File: src/rtl/avalon_spi_csr.sv
// Avalon-MM CSR front end for an SPI engine: TX/RX FIFOs, status/control, completion sync.
// Every access takes one wait state; go_transfer and data_write_to_spi are registered off the LOAD state.
module avalon_spi_csr #(
    parameter int DATA_W     = 32,
    parameter int FIFO_DEPTH = 4,
    parameter int ADDR_W     = 3
) (
    input  logic              clk,
    input  logic              reset_n,
    input  logic              chip_select,
    input  logic [ADDR_W-1:0] address,
    input  logic              write,
    input  logic [DATA_W-1:0] write_data,
    input  logic              read,
    output logic [DATA_W-1:0] read_data,
    output logic              wait_request,
    output logic              go_transfer,
    output logic [DATA_W-1:0] data_write_to_spi,
    input  logic              data_pack_ready,
    input  logic [DATA_W-1:0] data_read_from_spi,
    output logic              irq
);
    localparam int PTR_W = $clog2(FIFO_DEPTH);
    localparam int CNT_W = PTR_W + 1;

    typedef enum logic [1:0] {ST_IDLE, ST_LOAD, ST_WAIT, ST_CAPTURE} state_t;

    state_t            state_q, state_d;
    logic              ack_q, ack_d;
    logic [2:0]        ctrl_q, ctrl_d;
    logic              tx_ovf_q, tx_ovf_d, rx_ovr_q, rx_ovr_d;
    logic [2:0]        sync_q;
    logic [DATA_W-1:0] read_data_q, read_data_d;
    logic [DATA_W-1:0] spi_dat_q, spi_dat_d;
    logic              go_q, go_d;
    logic              irq_q, irq_d;

    logic [DATA_W-1:0] tx_mem [FIFO_DEPTH];
    logic [DATA_W-1:0] rx_mem [FIFO_DEPTH];
    logic [PTR_W-1:0]  tx_wptr_q, tx_rptr_q, rx_wptr_q, rx_rptr_q;
    logic [CNT_W-1:0]  tx_cnt_q, tx_cnt_d, rx_cnt_q, rx_cnt_d;

    logic pending, commit, wr_commit, rd_commit;
    logic sel_tx, sel_rx, sel_stat, sel_ctrl, sel_clr;
    logic enable, irq_en, dummy_tx;
    logic tx_empty, tx_full, rx_empty, rx_full;
    logic tx_push_req, tx_push, tx_pop, tx_ovf_evt;
    logic rx_push_req, rx_push, rx_pop, rx_ovr_evt;
    logic flags_clr, done;
    logic [31:0] status, rd_word;

    assign pending      = chip_select & (read | write);
    assign wait_request = pending & ~ack_q;
    assign commit       = pending & ack_q;
    assign wr_commit    = commit & write;
    assign rd_commit    = commit & read;

    assign sel_tx   = (address == ADDR_W'(0));
    assign sel_rx   = (address == ADDR_W'(1));
    assign sel_stat = (address == ADDR_W'(2));
    assign sel_ctrl = (address == ADDR_W'(3));
    assign sel_clr  = (address == ADDR_W'(4));

    assign enable   = ctrl_q[0];
    assign irq_en   = ctrl_q[1];
    assign dummy_tx = ctrl_q[2];

    assign tx_empty = (tx_cnt_q == '0);
    assign tx_full  = (tx_cnt_q == CNT_W'(FIFO_DEPTH));
    assign rx_empty = (rx_cnt_q == '0);
    assign rx_full  = (rx_cnt_q == CNT_W'(FIFO_DEPTH));

    // A pop in the same cycle frees a slot, so a push at full still lands.
    assign tx_pop      = (state_q == ST_LOAD) & ~tx_empty;
    assign tx_push_req = wr_commit & sel_tx;
    assign tx_push     = tx_push_req & (~tx_full | tx_pop);
    assign tx_ovf_evt  = tx_push_req & tx_full & ~tx_pop;

    assign rx_pop      = rd_commit & sel_rx & ~rx_empty;
    assign rx_push_req = (state_q == ST_CAPTURE);
    assign rx_push     = rx_push_req & (~rx_full | rx_pop);
    assign rx_ovr_evt  = rx_push_req & rx_full & ~rx_pop;

    assign flags_clr = wr_commit & sel_clr;
    // sync_q[1] is the synchronised level, sync_q[2] its previous value.
    assign done      = sync_q[2] & ~sync_q[1];

    always_comb begin
        state_d = state_q;
        case (state_q)
            ST_IDLE:    if (enable && (!tx_empty || dummy_tx)) state_d = ST_LOAD;
            ST_LOAD:    state_d = ST_WAIT;
            ST_WAIT:    if (done) state_d = ST_CAPTURE;
            ST_CAPTURE: state_d = ST_IDLE;
            default:    state_d = ST_IDLE;
        endcase
    end

    always_comb begin
        ack_d     = pending & ~ack_q;
        ctrl_d    = ctrl_q;
        if (wr_commit && sel_ctrl) ctrl_d = write_data[2:0];
        tx_ovf_d  = (tx_ovf_q & ~(flags_clr & write_data[5])) | tx_ovf_evt;
        rx_ovr_d  = (rx_ovr_q & ~(flags_clr & write_data[6])) | rx_ovr_evt;
        spi_dat_d = spi_dat_q;
        if (state_q == ST_LOAD) spi_dat_d = tx_empty ? '0 : tx_mem[tx_rptr_q];
        go_d      = (state_q == ST_LOAD);
        irq_d     = irq_en & (~rx_empty | tx_ovf_q | rx_ovr_q);

        tx_cnt_d = tx_cnt_q;
        if (tx_push && !tx_pop)      tx_cnt_d = tx_cnt_q + CNT_W'(1);
        else if (!tx_push && tx_pop) tx_cnt_d = tx_cnt_q - CNT_W'(1);
        rx_cnt_d = rx_cnt_q;
        if (rx_push && !rx_pop)      rx_cnt_d = rx_cnt_q + CNT_W'(1);
        else if (!rx_push && rx_pop) rx_cnt_d = rx_cnt_q - CNT_W'(1);
    end

    always_comb begin
        status       = '0;
        status[0]    = tx_empty;
        status[1]    = tx_full;
        status[2]    = rx_empty;
        status[3]    = rx_full;
        status[4]    = (state_q != ST_IDLE);
        status[5]    = tx_ovf_q;
        status[6]    = rx_ovr_q;
        status[15:8] = 8'(rx_cnt_q);
        rd_word      = '0;
        if (sel_rx && !rx_empty) rd_word[DATA_W-1:0] = rx_mem[rx_rptr_q];
        else if (sel_stat)       rd_word = status;
        else if (sel_ctrl)       rd_word[2:0] = ctrl_q;
        read_data_d = rd_commit ? rd_word[DATA_W-1:0] : read_data_q;
    end

    always_ff @(posedge clk) begin
        if (tx_push) tx_mem[tx_wptr_q] <= write_data;
        if (rx_push) rx_mem[rx_wptr_q] <= data_read_from_spi;
    end

    always_ff @(posedge clk or negedge reset_n) begin
        if (!reset_n) begin
            state_q     <= ST_IDLE;
            ack_q       <= 1'b0;
            ctrl_q      <= '0;
            tx_ovf_q    <= 1'b0;
            rx_ovr_q    <= 1'b0;
            sync_q      <= 3'b111;
            read_data_q <= '0;
            spi_dat_q   <= '0;
            go_q        <= 1'b0;
            irq_q       <= 1'b0;
            tx_wptr_q   <= '0;
            tx_rptr_q   <= '0;
            rx_wptr_q   <= '0;
            rx_rptr_q   <= '0;
            tx_cnt_q    <= '0;
            rx_cnt_q    <= '0;
        end else begin
            state_q     <= state_d;
            ack_q       <= ack_d;
            ctrl_q      <= ctrl_d;
            tx_ovf_q    <= tx_ovf_d;
            rx_ovr_q    <= rx_ovr_d;
            sync_q      <= {sync_q[1:0], data_pack_ready};
            read_data_q <= read_data_d;
            spi_dat_q   <= spi_dat_d;
            go_q        <= go_d;
            irq_q       <= irq_d;
            tx_cnt_q    <= tx_cnt_d;
            rx_cnt_q    <= rx_cnt_d;
            if (tx_push) tx_wptr_q <= tx_wptr_q + PTR_W'(1);
            if (tx_pop)  tx_rptr_q <= tx_rptr_q + PTR_W'(1);
            if (rx_push) rx_wptr_q <= rx_wptr_q + PTR_W'(1);
            if (rx_pop)  rx_rptr_q <= rx_rptr_q + PTR_W'(1);
        end
    end

    assign read_data         = read_data_q;
    assign data_write_to_spi = spi_dat_q;
    assign go_transfer       = go_q;
    assign irq               = irq_q;
endmodule

File: config.mk
export PLATFORM = sky130hd
export DESIGN_NAME = avalon_spi_csr
export DESIGN_NICKNAME = d
export VERILOG_FILES = /design/src/rtl/avalon_spi_csr.sv
export SDC_FILE = /design/constraint.sdc
export NUM_CORES = 1
export LEC_CHECK = 0
export CAP_MARGIN = 10
export CORE_MARGIN = 3
export CORE_UTILIZATION = 43
export CTS_CLUSTER_SIZE = 24
export DETAILED_ROUTE_END_ITERATION = 16
export PLACE_DENSITY = 0.64
export SKIP_LAST_GASP = 1
export SLEW_MARGIN = 20
export SYNTH_ARGS = -nofsm -noshare
export SYNTH_HDL_FRONTEND = slang
export SYNTH_SLANG_ARGS = --single-unit
File: constraint.sdc
create_clock -name clk -period 3.85 [get_ports clk]
set_clock_uncertainty 0.15 [all_clocks]
set_input_delay 0.385 -clock clk [delete_from_list [all_inputs] [get_ports clk]]
set_output_delay 0.385 -clock clk [all_outputs]
set_load 0.01 [all_outputs]
After elaboration in Yosys (flattened, before gate mapping)
Memory sizes are Yosys's and may differ from the RTL's.
Index checks and enable logic that the tools add are counted.
{ "op_classes": {"bitwise_logic": 39, "n_addsub": 8, "n_mux": 16, "n_reduce_logical": 22, "n_eq_ne": 11} }
{ "ops": {"columns": ["cell", "n"], "rows": [
  ["2-to-1 mux 32 bit", 2],
  ["AND 1 bit", 22],
  ["2-to-1 mux 3 bit", 6],
  ["NOT 1 bit", 10],
  ["== test 3 bit, second input constant", 3],
  ["logical NOT 3 bit", 3],
  ["adder 2 x 1 -> 2 bit, second input constant", 4],
  ["2-to-1 mux 8 bit", 1],
  ["one-hot mux 2 bit (4 select lines)", 1],
  ["logical AND 1 bit", 7],
  ["bitwise OR 1 bit", 7],
  ["adder 3 x 1 -> 3 bit, second input constant", 2],
  ["== test 3 x 2 -> 1 bit, second input constant", 2],
  ["logical NOT 1 bit", 6],
  ["nonzero test 2 bit", 3],
  ["subtractor 3 x 1 -> 3 bit, second input constant", 2],
  ["== test 2 bit, second input constant", 2],
  ["2-to-1 mux 1 bit", 4],
  ["2-to-1 mux 2 bit", 2],
  ["!= test 2 bit, second input constant", 2],
  ["== test 3 x 1 -> 1 bit, second input constant", 1],
  ["== test 2 x 1 -> 1 bit, second input constant", 1],
  ["logical NOT 2 bit", 1],
  ["AND reduction 2 bit", 1],
  ["logical OR 1 bit", 1]
]} }
{ "totals": {"ff_bits": 91, "elab_cells": 114, "out_inout_bits": 67, "inputBits": 73, "ram_bits": 256, "mem_count": 2} }
{ "memory_table": {"columns": ["memory", "words", "width", "rd", "rd_ports_with_merged_regs", "wr", "line", "text"], "rows": [
  ["rx_mem", 4, 32, 1, 0, 1, "39", "logic [DATA_W-1:0] rx_mem [FIFO_DEPTH];"],
  ["tx_mem", 4, 32, 1, 0, 1, "38", "logic [DATA_W-1:0] tx_mem [FIFO_DEPTH];"]
]} }

Logic depth before layout (Yosys ltp)
Gate-level depths: netlist (run 1).
{ "depth": {"ltp_word": 12, "ltp_mapped": 12} }

Worst setup path before layout (run 1)
OpenSTA, ideal clock, no wires.
{ "synth_path": {"kind": "flip-flop to flip-flop", "startpoint": "register state_q[1]", "endpoint": "memory tx_mem[0][0], enable pin", "setup_time_ns": 0.392, "arrival_ns": 2.152, "setup_slack_ns": 1.156, "synth_period_minus_slack_ns": 2.694, "path_stages_with_launch": 8, "cell_sequence": "dfrtp_1 -> inv_1 -> ha_1 -> clkbuf_1 -> nor4b_2 -> and4bb_2 -> buf_2 -> and2_1"} }
{ "synth_between": {"elab_chain_cells": 6} }
{ "synth_rtl": {"columns": ["element", "line", "text"], "rows": [
  ["from (decl)", "28", "state_t state_q, state_d;"],
  ["from (signal assigned)", "159", "state_q <= state_d;"],
  ["== test 2 x 1 -> 1 bit", null, null],
  ["net go_d", "35", "logic go_q, go_d;"],
  ["AND 1 bit", "74", "assign tx_pop = (state_q == ST_LOAD) & ~tx_empty;"],
  ["bitwise OR 1 bit", "76", "assign tx_push = tx_push_req & (~tx_full | tx_pop);"],
  ["AND 1 bit", "76", null],
  ["net tx_push", "47", "logic tx_push_req, tx_push, tx_pop, tx_ovf_evt;"],
  ["2-to-1 mux 1 bit", "136", "if (tx_push) tx_mem[tx_wptr_q] <= write_data;"],
  ["2-to-1 mux 1 bit (not written as such)", "136", null],
  ["to (decl)", "38", null]
]} }
The timed path passes the listed nets, and every way through them passes these cells.

Worst setup path after layout (run 1)
{ "layout_path": {"startpoint": "input port read", "endpoint": "output port wait_request"} }
{ "layout_between": {"elab_chain_cells": 3} }
{ "layout_rtl": {"columns": ["element", "line", "text"], "rows": [
  ["from (decl)", "14", "input logic read,"],
  ["bitwise OR 1 bit", "52", "assign pending = chip_select & (read | write);"],
  ["AND 1 bit", "52", null],
  ["AND 1 bit", "53", "assign wait_request = pending & ~ack_q;"],
  ["to (decl)", "16", "output logic wait_request,"]
]} }
Every way passes these cells.

==> run_results.csv, run 1 <==
group,metric,value,unit
timing,finalMaxSlewViolations,0,
drt,via_per_inst,5.21,
cts,clock_latency,0.51,ns
synthesis,syn_area,13200,um2
setup_path,startpoint_type,"input pin",
floorplan,io_pins,140,
synthesis,synth_seq_cells,347,
synthesis,synth_area_per_cell,19.3,um2
floorplan,start_util,44.1,%
cells_and_area,fillers,2349,
pwr,internal-power,7.98,mW
synthesis,synth_fp_nets,771,
cts,cts_tree,"done",
timing,fin_crit_sh,65.9,%
cts,h-tree-depth,2,
synthesis,synth.yosys.warnings,0,
drt,first_pass_iters,5,
floorplan,coreArea,29900,um2
cts,clkSinkCount,347,
cells_and_area,area_growth,24.1,%
synthesis,synth_top_cells_by_count,"edfxtp_1, dfrtp_1, inv_1, mux4_2, o22ai_1",
cts,cts_buffers,37,
cts,cts_root_buf,"clkbuf_16",
timing,setup_viol,0,
drt,vias,6624,
synthesis,yosysSeqAreaShare,75.7,%
pwr,p_per_area,664,nW/um2
timing,setup_tns,0,ns
setup_path,critical_path_class,"input pin to output port",
placement,dpl.cell_count,1201,
cells_and_area,fin_nets,940,
cts,cts_setup_buffers,0,
pwr,combinationalPowerShare,22.4,%
pwr,seq_power_share,45.6,%
placement,place_congestion,0.780,
global_route,antenna_found_initial,5,
floorplan,die_h,181,um
setup_path,path_max_fanout,3,
setup_path,reg2reg_depth,9,
setup_path,worstPathArrival,2.00,ns
global_route,grt_max_degree,64,
setup_path,r2r_slack,1.34,ns
synthesis,synth_edf_count,256,
synthesis,synth_top_area_share,58.4,%
timing,finalHoldViolCount,0,
global_route,overflow,0,
pwr,power,10.8,mW
global_route,grt_pass1_vias,7091,
setup_path,required,3.31,ns
worst_hold_path,whs_endpoint,"sync_q[0]",
cts,max-clock-path-buffers,3,
timing,rsz0062_at_grt,"no",
placement,dp_hpwl,16800,um
worst_hold_path,hp-start,"data_pack_ready",
timing,fmax,394,MHz
cts,clk_pin_slew,0.06,ns
synthesis,postSynth.asyncResetShare,26.2,%
drt,drcViolationCount,0,
cells_and_area,drive_gt1_share,19.4,%
outcome,status,"finished, final reports clean",
drt,drtIter0Drc,409,
pwr,power.leakage,5.91,nW
drt,wl_per_cell,20.5,um
cells_and_area,final_util,54.7,%
pwr,p_clk_share,32.0,%
pwr,power.share.switching,26.4,%
floorplan,rows,63,
floorplan,die_area,32800,um2
worst_hold_path,hold_class,"input pin to flip-flop",
synthesis,synth.top_cells.by_area,"edfxtp_1, dfrtp_1, mux4_2",
worst_hold_path,worstHoldPathCells,1,
cells_and_area,instances_no_fill,1271,
synthesis,syn_inst,682,
placement,io_buffers,139,
setup_path,reg2reg_to,"rx_cnt_q[2]",
global_route,grt_pass1_wl,41000,um
drt,ant_nets,0,
cts,postCtsHoldBufs,1,
global_route,grt_usage,16.1,%
timing,period_needed,2.54,ns
synthesis,synth_area_leader_cell,"edfxtp_1",
cts,ctsResizeCount,0,
pwr,peakVddDrop,0.371,mV
synthesis,synth.most_common_cell,"edfxtp_1",
pwr,netSwitchingPower,2.86,mW
setup_path,endpoint_kind,"output port",
drt,drt-total-wl,26000,um
timing,worst-slew-pin-transition,0.883,ns
floorplan,die_w,181,um
run,maxCapViolCount,0,
synthesis,synth.distinct_cells,47,
setup_path,reg2reg_from,"rx_cnt_q[0]",
synthesis,synth-main-ff-cell,"edfxtp_1",
timing,slew_headroom,41.1,%
==> cell type report <==
cell class                      count  area (um2)  area share, %
Antenna cell                        1        2.50         0.0153
Clock buffer                       45        1020           6.23
Clock inverter                     23         195           1.19
Inverter                           75         282           1.72
Multi-Input combinational cell    226        2780           17.0
Sequential cell                   347        9970           61.0
Tap cell                          390         488           2.99
Timing Repair Buffer              164        1600           9.82
==> sequential cells by signal (all words and copies together), names as in the netlist <==
signal	count
ack_q	1
read_data	32
tx_ovf_q	1
tx_rptr_q	2
rx_cnt_q	3
rx_mem	128
tx_cnt_q	3
data_write_to_spi	32
tx_mem	128
rx_rptr_q	2
go_transfer	1
rx_wptr_q	2
tx_wptr_q	2
irq	1
state_q	2
rx_ovr_q	1
sync_q	3
ctrl_q	3
==> power by group through the flow <==
stage | registers [mW] | clock network (mW) | logic, mW
5_1_grt | 5.03 | 3.73 | 2.65
6_report | 4.95 | 3.47 | 2.42
3_5_place_dp | 5.04 | 0 | 2.47
3_3_place_gp | 5.02 | 0 | 2.43
4_1_cts | 4.97 | 3.58 | 2.48
2_1_floorplan | 4.92 | 0 | 1.59
==> worst max-delay path by stage <==
stage,start,endpoint,slack [ns],cells past startpoint
2_1_floorplan,state_q[1],tx_mem[0][0],1.16,7
3_3_place_gp,address[0],rx_cnt_q[1],0.89,8
3_5_place_dp,address[0],rx_cnt_q[1],0.86,8
4_1_cts,ack_q,wait_request,1.24,2
5_1_grt,rx_cnt_q[0],rx_cnt_q[2],1.17,9
6_report,read,wait_request,1.31,4
==> placed cells by master (no fill, tap or decap), drive strengths merged, types with 2 or more instances in the layout <==
| master | synthesis | final |
|---|---|---|
| nor4 | 2 | 2 |
| dfstp | 3 | 3 |
| a21oi | 3 | 3 |
| nand2 | 5 | 5 |
| clkinvlp | 0 | 5 |
| inv | 75 | 76 |
| edfxtp | 256 | 256 |
| mux4 | 64 | 64 |
| ha | 14 | 14 |
| a221o | 7 | 7 |
| buf | 17 | 25 |
| nor3b | 5 | 5 |
| xor2 | 5 | 5 |
| and2 | 8 | 8 |
| nor4b | 2 | 2 |
| bufinv | 0 | 3 |
| nand4 | 5 | 5 |
| nor2 | 5 | 5 |
| clkbuf | 17 | 45 |
| o22ai | 33 | 33 |
| and3 | 9 | 9 |
| dfrtp | 88 | 88 |
| mux2 | 8 | 8 |
| o211ai | 3 | 3 |
| nor2b | 2 | 2 |
| clkdlybuf4s50 | 0 | 138 |
| fa | 2 | 2 |
| a22o | 22 | 22 |
| xnor2 | 7 | 7 |
| clkinv | 0 | 14 |
==> worst max-delay path, cell delays in order <==
cell	delay, ns
clkdlybuf4s50_1	0.50
nor2_1	0.06
nor3b_1	0.36
clkdlybuf4s50_1	0.70
==> routing by layer <==
layer,track usage [%],wire (um)
met5,0,58
met4,4.02,438
met3,5.21,1950
met2,26.1,12500
met1,21.2,11100
==> stage by stage <==
stage / hold slack, ns / area [um2] / worst slack [ns]
6_report: 0.133 / 16300 / 1.31
3_5_place_dp: 0.197 / 15100 / 0.865
4_1_cts: 0.108 / 16300 / 1.24
5_1_grt: 0.109 / 16300 / 1.17
2_1_floorplan: -0.0606 / 13200 / 1.16
3_3_place_gp: 0.199 / 15100 / 0.886
==> kinds of logic (layout without fill, tap and decap cells) <==
family          count (synthesis)  in the layout  share of synthesized area [%]
other cells                     0              1                              0
simple gates                   51             51                           2.56
fa+ha+maj                      16             16                           1.63
mux                            72             72                           11.6
compound gates                 75             75                           4.32
xor+xnor                       12             12                          0.798
buf+inv                       109            307                           3.36
flops                         347            347                           75.7
(Power assumes the default switching activity.)
==> inputs of run 2 (changes only) <==
==> constraint.sdc (replaced) <==
create_clock -name clk -period 2.4 [get_ports clk]
set_clock_uncertainty 0.15 [all_clocks]
set_input_delay 0.24 -clock clk [delete_from_list [all_inputs] [get_ports clk]]
set_output_delay 0.24 -clock clk [all_outputs]
set_load 0.01 [all_outputs]
==> run_results.csv, run 2 (synthesized netlist as in run 1, its figures left out) <==
group,metric,value,unit
outcome,status,"finished, final reports clean",
timing,period_needed,2.33,ns
placement,pre_cts_ws,-0.165,ns
timing,setup_tns,0,ns
global_route,overflow,0,
timing,fin_crit_sh,97.1,%
drt,wl_met1,11200,um
setup_path,path_depth,7,
drt,drt-total-wl,25900,um
global_route,grt_usage,16.0,%
placement,dpl.cell_count,1232,
pwr,p_clk_share,31.3,%
setup_path,crit_path_cell_trace,"ha_4, nor4b_4, and4bb_2, ha_4, inv_2, fa_1, mux2_4",
cells_and_area,final_cell_area,16800,um2
pwr,power.share.switching,25.9,%
drt,via_per_inst,5.14,
setup_path,critical-path-slowest-cell,"dfrtp_1",
setup_path,cp_slowest_stage_delay,0.43,ns
drt,highest_layer,"met5",
timing,finalMaxSlewViolations,0,
pwr,internal-power,13.2,mW
timing,worst-slew-pin-transition,0.481,ns
drt,route.met2.wl,12600,um
cells_and_area,reg_top3,"rx_mem: 128 flops, tx_mem: 128 flops",
global_route,antenna_found_initial,1,
floorplan,die_w,181,um
pwr,power.leakage,6.15,nW
global_route,grt_max_degree,42,
pwr,p_per_area,1060,nW/um2
timing,fmax,429,MHz
setup_path,endpoint_kind,"flip-flop",
timing,holdWs,0.0313,ns
floorplan,io_pins,140,
pwr,combinationalPowerShare,25.1,%
placement,place_congestion,0.772,
pwr,peakVddDrop,0.641,mV
cells_and_area,layout_common_cells,"edfxtp_1, clkdlybuf4s50_1, dfrtp_1",
worst_hold_path,hold_class,"input pin to flip-flop",
setup_path,required,2.65,ns
setup_path,critical_path_class,"flip-flop to flip-flop",
cells_and_area,area_growth,27.6,%
drt,ant_nets,0,
timing,setup_viol,0,
cts,cts_root_buf,"clkbuf_16",
drt,drcViolationCount,0,
cells_and_area,instances_no_fill,1300,
worst_hold_path,worstHoldPathCells,1,
pwr,netSwitchingPower,4.60,mW
setup_path,crit_path_frequent_cell,"ha_4",
cells_and_area,fin_nets,971,
cts,clkSinkCount,347,
placement,io_buffers,139,
setup_path,worstPathArrival,2.58,ns
cells_and_area,drive_gt1_share,23.0,%
drt,wl_per_cell,19.9,um
placement,placed_area,15600,um2
floorplan,die_area,32800,um2
cts,clk_pin_slew,0.06,ns
run,maxCapViolCount,0,
cells_and_area,final_util,56.3,%
timing,finalHoldViolCount,0,
cells_and_area,num_antenna_cells,0,
setup_path,critPathTopFamily,"adder cells",
drt,vias,6680,
timing,setup_ws,0.0687,ns
floorplan,start_util,44.1,%
drt,first_pass_iters,4,
cts,max-clock-path-buffers,3,
cells_and_area,final_common_cell,"edfxtp_1",
drt,met3_wirelength,1530,um
cts,cts_tree,"done",
global_route,grt_pass1_wl,41200,um
setup_path,startpoint_type,"flip-flop",
setup_path,reg2reg_depth,7,
setup_path,path_max_fanout,4,
global_route,grt_pass1_vias,7117,
pwr,seq_power_share,43.6,%
drt,drtIter0Drc,459,
cts,h-tree-depth,2,
timing,slew_headroom,68.0,%
timing,rsz0062_at_grt,"yes",
pwr,power,17.8,mW
placement,dp_hpwl,17100,um
floorplan,coreArea,29900,um2
setup_path,crit_buf_inv,1,
cts,clock_latency,0.51,ns
floorplan,die_h,181,um
floorplan,rows,63,
cts,cts_buffers,36,
run 2: power groups by stage:
stage	sequential [mW]	clock [mW]	combinational (mW)
global route	7.84	6.00	4.90
floorplan	7.90	0	2.60
detailed placement	7.87	0	4.50
CTS	7.75	5.72	4.52
global placement	7.85	0	4.45
finish	7.74	5.57	4.45
run 2: path summary, 6_finish.rpt:
kind	slack, ns	from	end
max reg2reg	0.07	state_q[0]	tx_cnt_q[1]
max	0.07	state_q[0]	tx_cnt_q[1]
min reg2reg	0.21	sync_q[1]	sync_q[2]
max in group asynchronous	1.36	reset_n	tx_rptr_q[0]
min in group asynchronous	0.05	reset_n	data_write_to_spi[23]
min	0.03	data_pack_ready	sync_q[0]
run 2: repair_timing:
item,in CTS,in global routing
hold endpoints to repair,88,0
hold buffers,1,0
buffers inserted,0,1
endpoints found under the setup margin,0,1
resized for setup,0,3
run 2: final cells by class:
class	count	area, um2
Fill cell	2285	13100
Sequential cell	347	9970
Multi-Input combinational cell	226	2820
Timing Repair Buffer	196	2040
Clock buffer	53	1070
Tap cell	390	488
Inverter	75	282
Clock inverter	13	145
run 2: routing by layer:
layer,vias to the layer above,GRT usage [%]
met2,196,26.6
met5,-,0
met3,42,3.64
li1,3062,-
met1,3378,21.6
met4,2,4.54
run 2: worst reg2reg max path, cell delays in order, from the launching register on:
cell	delay, ns
dfrtp_1	0.43
ha_4	0.19
nor4b_4	0.27
and4bb_2	0.30
ha_4	0.17
inv_2	0.05
fa_1	0.38
mux2_4	0.27
